**src/rtl/pool_ctrl.sv**
```systemverilog
`default_nettype none
// ============================================================================
// Module   : pool_ctrl
// Purpose  : Job sequencer for the pool unit: latches a job configuration,
//            meters rows into pool, waits for completion, reports status.
//            Optional DRAIN watchdog: define POOL_CTRL_TIMEOUT_EN.
// Revision : 1.0 - initial release
// ============================================================================
module pool_ctrl #(
  parameter int DWIDTH        = 16,
  parameter int DESIGN_SIZE   = 16,
  parameter int MAX_BITS_POOL = 3,
  parameter int MASK_WIDTH    = 16,
  parameter int TIMEOUT       = 255
) (
  input  logic                          clk,
  input  logic                          reset,
  input  logic                          start,
  input  logic                          cfg_enable_pool,
  input  logic [MAX_BITS_POOL-1:0]      cfg_window_size,
  input  logic [4:0]                    cfg_num_rows,
  input  logic [4:0]                    cfg_valid_cols,
  input  logic                          src_data_valid,
  input  logic [DESIGN_SIZE*DWIDTH-1:0] src_data,
  output logic                          src_ready,
  output logic                          pool_enable,
  output logic [MAX_BITS_POOL-1:0]      pool_window_size,
  output logic                          pool_in_data_available,
  output logic [DESIGN_SIZE*DWIDTH-1:0] pool_inp_data,
  output logic [MASK_WIDTH-1:0]         pool_validity_mask,
  input  logic                          pool_out_data_available,
  input  logic                          pool_done,
  output logic                          busy,
  output logic                          done,
  output logic                          error,
  output logic [4:0]                    rows_out
);

  localparam logic [5:0]               C_MAX_ROWS = 6'(DESIGN_SIZE);
  localparam logic [5:0]               C_MAX_COLS = 6'(MASK_WIDTH);
  localparam logic [MAX_BITS_POOL-1:0] C_WIN1     = MAX_BITS_POOL'(1);
  localparam logic [MAX_BITS_POOL-1:0] C_WIN2     = MAX_BITS_POOL'(2);
  localparam logic [MAX_BITS_POOL-1:0] C_WIN4     = MAX_BITS_POOL'(4);

  typedef enum logic [1:0] {
    S_IDLE  = 2'd0,
    S_FEED  = 2'd1,
    S_DRAIN = 2'd2,
    S_DONE  = 2'd3
  } state_e;

  state_e                          state_q, state_d;
  logic                            busy_q, src_ready_q, done_q, error_q;
  logic                            pool_enable_q, in_avail_q;
  logic [MAX_BITS_POOL-1:0]        pool_win_q;
  logic [MASK_WIDTH-1:0]           mask_q;
  logic [DESIGN_SIZE*DWIDTH-1:0]   inp_data_q;
  logic [4:0]                      num_rows_q, row_cnt_q, rows_out_q, rows_out_d;

  logic                            w_legal, w_accept, w_last_row, w_exit, w_timeout;
  logic [MASK_WIDTH-1:0]           w_mask;

  always_comb begin
    w_legal = ((cfg_window_size == C_WIN1) || (cfg_window_size == C_WIN2) ||
               (cfg_window_size == C_WIN4)) &&
              (cfg_num_rows != 5'd0) && ({1'b0, cfg_num_rows} <= C_MAX_ROWS) &&
              (cfg_valid_cols != 5'd0) && ({1'b0, cfg_valid_cols} <= C_MAX_COLS);
    for (int i = 0; i < MASK_WIDTH; i++) begin
      w_mask[i] = (i < int'(cfg_valid_cols));
    end
  end

`ifdef POOL_CTRL_TIMEOUT_EN
  localparam int C_TO_W = (TIMEOUT > 1) ? $clog2(TIMEOUT + 1) : 1;
  logic [C_TO_W-1:0] to_cnt_q;

  // Held at zero outside DRAIN so every DRAIN entry starts counting from 0.
  always_ff @(posedge clk) begin
    if (reset || (state_q != S_DRAIN)) begin
      to_cnt_q <= '0;
    end else if (!w_timeout) begin
      to_cnt_q <= to_cnt_q + C_TO_W'(1);
    end
  end

  assign w_timeout = (state_q == S_DRAIN) && (to_cnt_q == C_TO_W'(TIMEOUT));
`else
  logic w_timeout_unused;
  assign w_timeout_unused = (TIMEOUT != 0);
  assign w_timeout        = 1'b0;
`endif

  always_comb begin
    w_accept   = (state_q == S_FEED) && src_data_valid;
    w_last_row = w_accept && ((row_cnt_q + 5'd1) == num_rows_q);
    rows_out_d = rows_out_q;
    if (pool_out_data_available && ((state_q == S_FEED) || (state_q == S_DRAIN)) &&
        (rows_out_q != 5'd31)) begin
      rows_out_d = rows_out_q + 5'd1;
    end
    // Bypass exit includes a pulse arriving in the same cycle.
    w_exit  = pool_enable_q ? pool_done : (rows_out_d == num_rows_q);
    state_d = state_q;
    case (state_q)
      S_IDLE:  if (start) state_d = w_legal ? S_FEED : S_DONE;
      S_FEED:  if (w_last_row) state_d = S_DRAIN;
      S_DRAIN: if (w_exit || w_timeout) state_d = S_DONE;
      S_DONE:  state_d = S_IDLE;
      default: state_d = S_IDLE;
    endcase
  end

  always_ff @(posedge clk) begin
    if (reset) begin
      state_q       <= S_IDLE;
      busy_q        <= 1'b0;
      src_ready_q   <= 1'b0;
      done_q        <= 1'b0;
      error_q       <= 1'b0;
      pool_enable_q <= 1'b0;
      in_avail_q    <= 1'b0;
      pool_win_q    <= '0;
      mask_q        <= '0;
      inp_data_q    <= '0;
      num_rows_q    <= '0;
      row_cnt_q     <= '0;
      rows_out_q    <= '0;
    end else begin
      state_q     <= state_d;
      busy_q      <= (state_d == S_FEED) || (state_d == S_DRAIN);
      src_ready_q <= (state_d == S_FEED);
      done_q      <= (state_d == S_DONE);
      in_avail_q  <= w_accept;
      rows_out_q  <= rows_out_d;
      if (w_accept) begin
        inp_data_q <= src_data;
        row_cnt_q  <= row_cnt_q + 5'd1;
      end
      if ((state_q == S_IDLE) && start) begin
        num_rows_q <= cfg_num_rows;
        row_cnt_q  <= '0;
        rows_out_q <= '0;
        error_q    <= !w_legal;
        if (w_legal) begin
          pool_enable_q <= cfg_enable_pool;
          pool_win_q    <= cfg_window_size;
          mask_q        <= w_mask;
        end
      end
      if ((state_q == S_DRAIN) && !w_exit && w_timeout) begin
        error_q <= 1'b1;
      end
    end
  end

  assign src_ready              = src_ready_q;
  assign busy                   = busy_q;
  assign done                   = done_q;
  assign error                  = error_q;
  assign rows_out               = rows_out_q;
  assign pool_enable            = pool_enable_q;
  assign pool_window_size       = pool_win_q;
  assign pool_validity_mask     = mask_q;
  assign pool_in_data_available = in_avail_q;
  assign pool_inp_data          = inp_data_q;

endmodule
`default_nettype wire

```
**config.mk**
```make
export PLATFORM = sky130hd
export DESIGN_NAME = pool_ctrl
export DESIGN_NICKNAME = d
export VERILOG_FILES = /design/src/rtl/pool_ctrl.sv
export SDC_FILE = /design/constraint.sdc
export NUM_CORES = 1
export LEC_CHECK = 0
export BUFFER_PORTS_ARGS = -buffer_cell sky130_fd_sc_hd__buf_2
export CAP_MARGIN = 20
export CORE_AREA = 2 2 221 223
export CTS_CLUSTER_DIAMETER = 200
export DETAILED_ROUTE_END_ITERATION = 8
export DIE_AREA = 0 0 223 225
export SYNTH_ARGS = -nofsm -noshare
export SYNTH_HDL_FRONTEND = slang
export SYNTH_SLANG_ARGS = --single-unit
```
**constraint.sdc**
```tcl
create_clock -name clk -period 2.2 [get_ports clk]
set_input_delay 0.44 -clock clk [delete_from_list [all_inputs] [get_ports clk]]
set_output_delay 0.44 -clock clk [all_outputs]
set_load 0.01 [all_outputs]
```
==> flow_summary_export.csv, run 1 <==
group,metric,value,unit
run,cap_violations,0,
routing,ant_nets,0,
power,p_sw_share,30.8,%
power,pwr-share-clk,36.4,%
clock_tree,cts_buffer_depth,3,
logic_synthesis,synth.top_cell.area_share,55.6,%
final_layout,antennaDiodeCount,0,
timing,fmax,0.429,GHz
floorplan,die_w,223,um
power,seqPwrFrac,39.0,%
clock_tree,hold_buffers,0,
floorplan,num_rows,80,
final_layout,final_cells,2541,
final_layout,fillers,5020,
logic_synthesis,synth.area.top_cells,"dfxtp_1 56%, nand2_1 19%, a21oi_1 13%, clkbuf_1 3.1%, nor2_1 1.3%",
final_layout,layout_commonest_cell,"buf_2",
logic_synthesis,synth_ff_type,"dfxtp_1",
floorplan,start_util,22.6,%
clock_tree,clkSinkCount,298,
power,power.switching,5.07,mW
place,gp_congestion,0.879,
final_layout,multi_input_area,4440,sq um
timing,fin_ws,-129,ps
logic_synthesis,synth-seq-cells,298,
floorplan,fp.dieH,225,um
timing,rsz0062_at_grt,"true",
setup_path,arrival,2800,ps
grt,grt_overflow,0,
routing,first_pass_iters,5,
power,powerDensity,1040,nW/um^2
logic_synthesis,ys_async_sr_fraction,0,%
power,intPower,11.4,mW
grt,grt_use_total,13.6,%
setup_path,startpoint_type,"flip-flop",
clock_tree,clkTransAtPathRegs,60,ps
floorplan,ioPinCount,562,
timing,finalHoldViolCount,0,
grt,antenna_found_initial,1,
logic_synthesis,ys_seq_area_share,55.6,%
power,irDropWorstVdd,0.546,mV
power,combPwrFrac,24.5,%
logic_synthesis,yosysTopAreaCell,"dfxtp_1",
routing,wire_per_inst,14.3,um
power,p_leak,7.07,nW
place,hpwl,26.7,mm
timing,finalCritPeriodShare,106,%
final_layout,final_cell_mix,"560 x buf_2, 530 x nand2_1, 296 x dfxtp_1",
routing,wirelength,36.4,mm
final_layout,layout.nets,2186,
timing,max-slew-margin-rel,64.1,%
logic_synthesis,synth_area_per_cell,7.98,sq um
final_layout,fin_util,33.2,%
timing,slew_viol_final,0,
power,power.total,16.4,mW
final_layout,seq_area,5970,sq um
final_layout,syn_to_final_growth,47.0,%
clock_tree,worstSkewPairLatency,530,ps
timing,worstMarginPinSlew,539,ps
logic_synthesis,synth_area,10700,sq um
clock_tree,cts_tree,"yes",
logic_synthesis,yosys_warnings,0,
logic_synthesis,synth_nets,1629,
timing,finClkSkew,9.36,ps
run_status,violations,"negative setup slack",
logic_synthesis,synth_edf_count,0,
logic_synthesis,netlist_instances,1344,
place,io_buffers,561,
clock_tree,numCtsBuffers,36,
floorplan,core,47500,sq um
clock_tree,root_buffer,"clkbuf_16",
grt,grt_pass1_wl,55.0,mm
routing,vias_per_cell,4.32,
timing,min_period,2330,ps
grt,grt_max_degree,120,
grt,first_global_vias,10400,
timing,setup_violations,4,
setup_path,worst-path-max-fanout,4,
setup_path,crit_type,"flip-flop to flip-flop",
hold_path,hp-class,"primary input to flip-flop",
setup_path,cp.required,2670,ps
routing,vias,11000,
routing,dr.first_iter.drc_count,425,
setup_path,end_kind,"flip-flop",
final_layout,drive_above_1_share,36.2,%
logic_synthesis,synthDistinctLibCells,43,
clock_tree,ctsHtreeMaxLevel,2,
run_status,outcome,"complete, but fails checks",
routing,drcViolationCount,0,
place,dp_cells,2472,
floorplan,dieArea,50200,sq um
## flip-flops by register name (all words and copies together), names as in the netlist
signal	cells
pool_window_size	3
pool_validity_mask	16
pool_enable	1
busy	1
done	1
rows_out	5
state_q	2
pool_inp_data	256
num_rows_q	5
pool_in_data_available	1
row_cnt_q	5
src_ready	1
error	1
## final timing paths
| path | startpoint | to | slack [ps] | cells past startpoint |
|---|---|---|---|---|
| worst max register to register | rows_out[1]$_SDFF_PP0_ | busy$_SDFF_PP0_ | -130 | 10 |
| worst max-delay path | rows_out[1]$_SDFF_PP0_ | busy$_SDFF_PP0_ | -130 | 10 |
| worst min-delay path | src_data[43] | pool_inp_data[43]$_SDFFE_PP0P_ | 140 | 3 |
| worst min register to register | pool_inp_data[36]$_SDFFE_PP0P_ | pool_inp_data[36]$_SDFFE_PP0P_ | 450 | 2 |
## synth_stat cells (all sizes together), types with 2 or more instances
library cell and instances:
a211o 2, a211oi 7, a21oi 272, a311oi 5, a31oi 3, buf 10
clkbuf 90, dfxtp 298, ha 9, inv 3, mux2 2, mux2i 9
nand2 532, nand2b 2, nand3 9, nor2 36, nor2b 4, nor3 6
nor3b 2, nor4 4, o21ai 2, xnor2 8, xor2 14
## metrics by stage
stage / hold slack [ps] / cell area (sq um) / setup TNS [ps] / setup slack [ps]
after floorplan: 454 / 10800 / -260 / -117
after global placement: 438 / 14500 / -373 / -135
after detailed placement: 444 / 14500 / -575 / -208
after CTS: 97.1 / 15700 / -286 / -162
after global routing: 113 / 15800 / -554 / -205
final: 137 / 15800 / -258 / -129
## kinds of logic after synthesis
| group | share of synthesized area [%] |
|---|---|
| flops | 55.6 |
| buf+inv | 3.78 |
| mux | 1.05 |
| xor+xnor | 1.80 |
| compound gates | 14.6 |
| fa+ha+maj | 1.05 |
| simple gates | 22.1 |
## area by class of cell
cell class,count,share of cell area [%]
Inverter,3,0.0714
Clock inverter,13,0.936
Timing Repair Buffer,619,21.5
Multi-Input combinational cell,943,28.1
Clock buffer,50,6.63
Sequential cell,298,37.9
Tap cell,615,4.88
## routing by layer
layer  global-route usage, %  routed length, um
met5                       0                  0
met4                    5.56               1240
met3                    3.94               2800
met2                    23.0              17700
met1                    16.1              14700
## power by group through the flow
stage	combinational, mW	sequential (mW)	clock, mW
final	4.04	6.42	5.99
after global routing	4.47	6.50	6.36
after CTS	3.99	6.42	6.17
after detailed placement	3.94	6.53	0
after global placement	3.87	6.51	0
after floorplan	1.89	6.82	0
## critical path: stages (launching register included)
cell and delay, ps:
dfxtp_4 350, ha_4 150, and3_4 150, ha_4 140, and3b_2 300, buf_6 120, a31oi_2 70, o41a_1 450
a21oi_2 180, ha_1 250, nor2_1 100
## timing repair
item | in CTS | in global routing
cloned | 0 | 0
endpoints found under the setup margin | 3 | 14
setup buffers | 2 | 4
pin swaps | 5 | 6
gates resized for setup | 3 | 7
(Power assumes the default switching activity.)
==> inputs of run 2 (changes only) <==
- CORE_AREA: 2 2 221 223 -> 8 8 214 216
- DIE_AREA: 0 0 223 225 -> 0 0 222 224
==> flow_summary_export.csv, run 2 (synthesized netlist as in run 1, its figures left out) <==
group,metric,value,unit
final_layout,syn_to_final_growth,45.1,%
power,irDropWorstVdd,0.509,mV
timing,worstMarginPinSlew,712,ps
power,pwr-share-clk,35.8,%
timing,rsz0062_at_grt,"true",
grt,first_global_vias,10900,
timing,fin_ws,-189,ps
setup_path,cp.required,2660,ps
floorplan,ioPinCount,562,
clock_tree,numCtsBuffers,35,
timing,slew_viol_final,0,
power,power.total,16.1,mW
setup_path,cpMaxStageDelayCell,"o41a_1",
power,combPwrFrac,24.5,%
power,seqPwrFrac,39.8,%
grt,grt_overflow,0,
routing,dr.first_iter.drc_count,555,
power,power.switching,5.00,mW
setup_path,cpLargestDelayFamily,"simple AND/OR/NAND/NOR gates",
routing,drcViolationCount,0,
clock_tree,ctsHtreeMaxLevel,2,
run,cap_violations,0,
routing,wire_per_inst,16.1,um
routing,wirelength,39.6,mm
floorplan,start_util,25.2,%
grt,grt_max_degree,132,
setup_path,worst-path-max-fanout,5,
setup_path,max_stage_delay,450,ps
floorplan,num_rows,76,
floorplan,die_w,222,um
place,place_ws,-220,ps
routing,first_pass_iters,5,
final_layout,largest_reg_flops,256,
setup_path,arrival,2850,ps
grt,grt_pass1_wl,60.9,mm
floorplan,core,42500,sq um
clock_tree,hold_buffers,0,
timing,finalCritPeriodShare,109,%
power,p_sw_share,31.0,%
power,powerDensity,1040,nW/um^2
power,intPower,11.1,mW
final_layout,layout_commonest_cell,"buf_2",
clock_tree,clkTransAtPathRegs,60,ps
place,hpwl,29.9,mm
final_layout,drive_above_1_share,35.9,%
routing,vias_per_cell,4.49,
final_layout,final_cell_mix,"560 x buf_2, 530 x nand2_1, 296 x dfxtp_1",
clock_tree,worstSkewPairLatency,530,ps
final_layout,layout.nets,2177,
run_status,outcome,"complete, but fails checks",
floorplan,fp.dieH,224,um
setup_path,crit_type,"flip-flop to flip-flop",
setup_path,path_cells,"ha_4, and3_4, ha_4, and3b_2, nand2_2, xnor2_1, o41a_1, a21oi_2, ha_1, nor2_1",
timing,fmax,0.419,GHz
setup_path,end_kind,"flip-flop",
timing,finClkSkew,19.2,ps
grt,grt_use_total,15.0,%
routing,ant_nets,0,
hold_path,hp-class,"primary input to flip-flop",
place,io_buffers,561,
timing,max-slew-margin-rel,52.6,%
grt,antenna_found_initial,6,
clock_tree,root_buffer,"clkbuf_16",
timing,setup_violations,3,
setup_path,startpoint_type,"flip-flop",
clock_tree,clkSinkCount,298,
timing,finalHoldViolCount,0,
routing,vias,11100,
power,p_leak,7.01,nW
timing,min_period,2390,ps
floorplan,dieArea,49700,sq um
clock_tree,cts_tree,"yes",
place,gp_congestion,0.853,
run_status,violations,"negative setup slack",
final_layout,fin_util,36.6,%
clock_tree,cts_buffer_depth,3,
setup_path,cp_common_cell,"ha_4",
setup_path,path_buf_inv,0,
run 2: cell count changes in the layout (fill, tap and decap cells not counted), moves of 2 or more:
cell and delta:
inv_6 -2, clkinv_2 +4, buf_16 -2, diode_2 +2, buf_4 -7, buf_12 +3
buf_6 -2, clkinv_1 -3
run 2: through the flow:
| stage | setup TNS (ps) | cell area, sq um | hold slack, ps | cells |
|---|---|---|---|---|
| after floorplan | -260 | 10800 | 454 | 1344 |
| after global placement | -482 | 14400 | 439 | 2400 |
| after detailed placement | -605 | 14400 | 443 | 2400 |
| after CTS | -409 | 15500 | 99.3 | 2462 |
| after global routing | -745 | 15600 | 117 | 2464 |
| final | -443 | 15600 | 143 | 2465 |
run 2: area by class of cell:
class | instances | area (sq um)
clock inverter | 12 | 125
multi-input combinational | 943 | 4420
fill | 4464 | 26900
inverter | 3 | 11.3
clock buffer | 50 | 1020
sequential | 298 | 5970
antenna | 2 | 5.00
timing repair buffer | 611 | 3320
tap | 546 | 683
run 2: power by group through the flow:
| stage | sequential (mW) | combinational [mW] | clock, mW |
|---|---|---|---|
| after floorplan | 6.82 | 1.89 | 0 |
| after global placement | 6.50 | 3.90 | 0 |
| after detailed placement | 6.52 | 3.97 | 0 |
| after CTS | 6.41 | 3.98 | 5.96 |
| after global routing | 6.49 | 4.37 | 6.13 |
| final | 6.41 | 3.94 | 5.76 |
run 2: worst register-to-register path: stages, from the launching register on:
cell and delay, ps:
dfxtp_4 350, ha_4 150, and3_4 180, ha_4 150, and3b_2 310, nand2_2 80, xnor2_1 130, o41a_1 450
a21oi_2 190, ha_1 250, nor2_1 100
run 2: metal layers:
metal	wire, um	track usage [%]
met2	19800	26.0
met3	3080	4.85
met4	1270	6.37
met1	15500	16.7
met5	48	0
run 2: path summary, 6_finish.rpt:
check / slack (ps) / cells past startpoint / start / to
setup reg to reg: -190 / 10 / rows_out[1]$_SDFF_PP0_ / busy$_SDFF_PP0_
hold reg to reg: 450 / 2 / pool_inp_data[138]$_SDFFE_PP0P_ / pool_inp_data[138]$_SDFFE_PP0P_
setup / recovery: -190 / 10 / rows_out[1]$_SDFF_PP0_ / busy$_SDFF_PP0_
hold / removal: 140 / 3 / src_data[37] / pool_inp_data[37]$_SDFFE_PP0P_
run 2: what timing repair did:
action,4_1_cts,5_1_grt
pin swaps,2,2
gates resized for setup,4,0
setup buffers,0,1
endpoints found under the setup margin,3,3
endpoints found under the hold margin,0,0
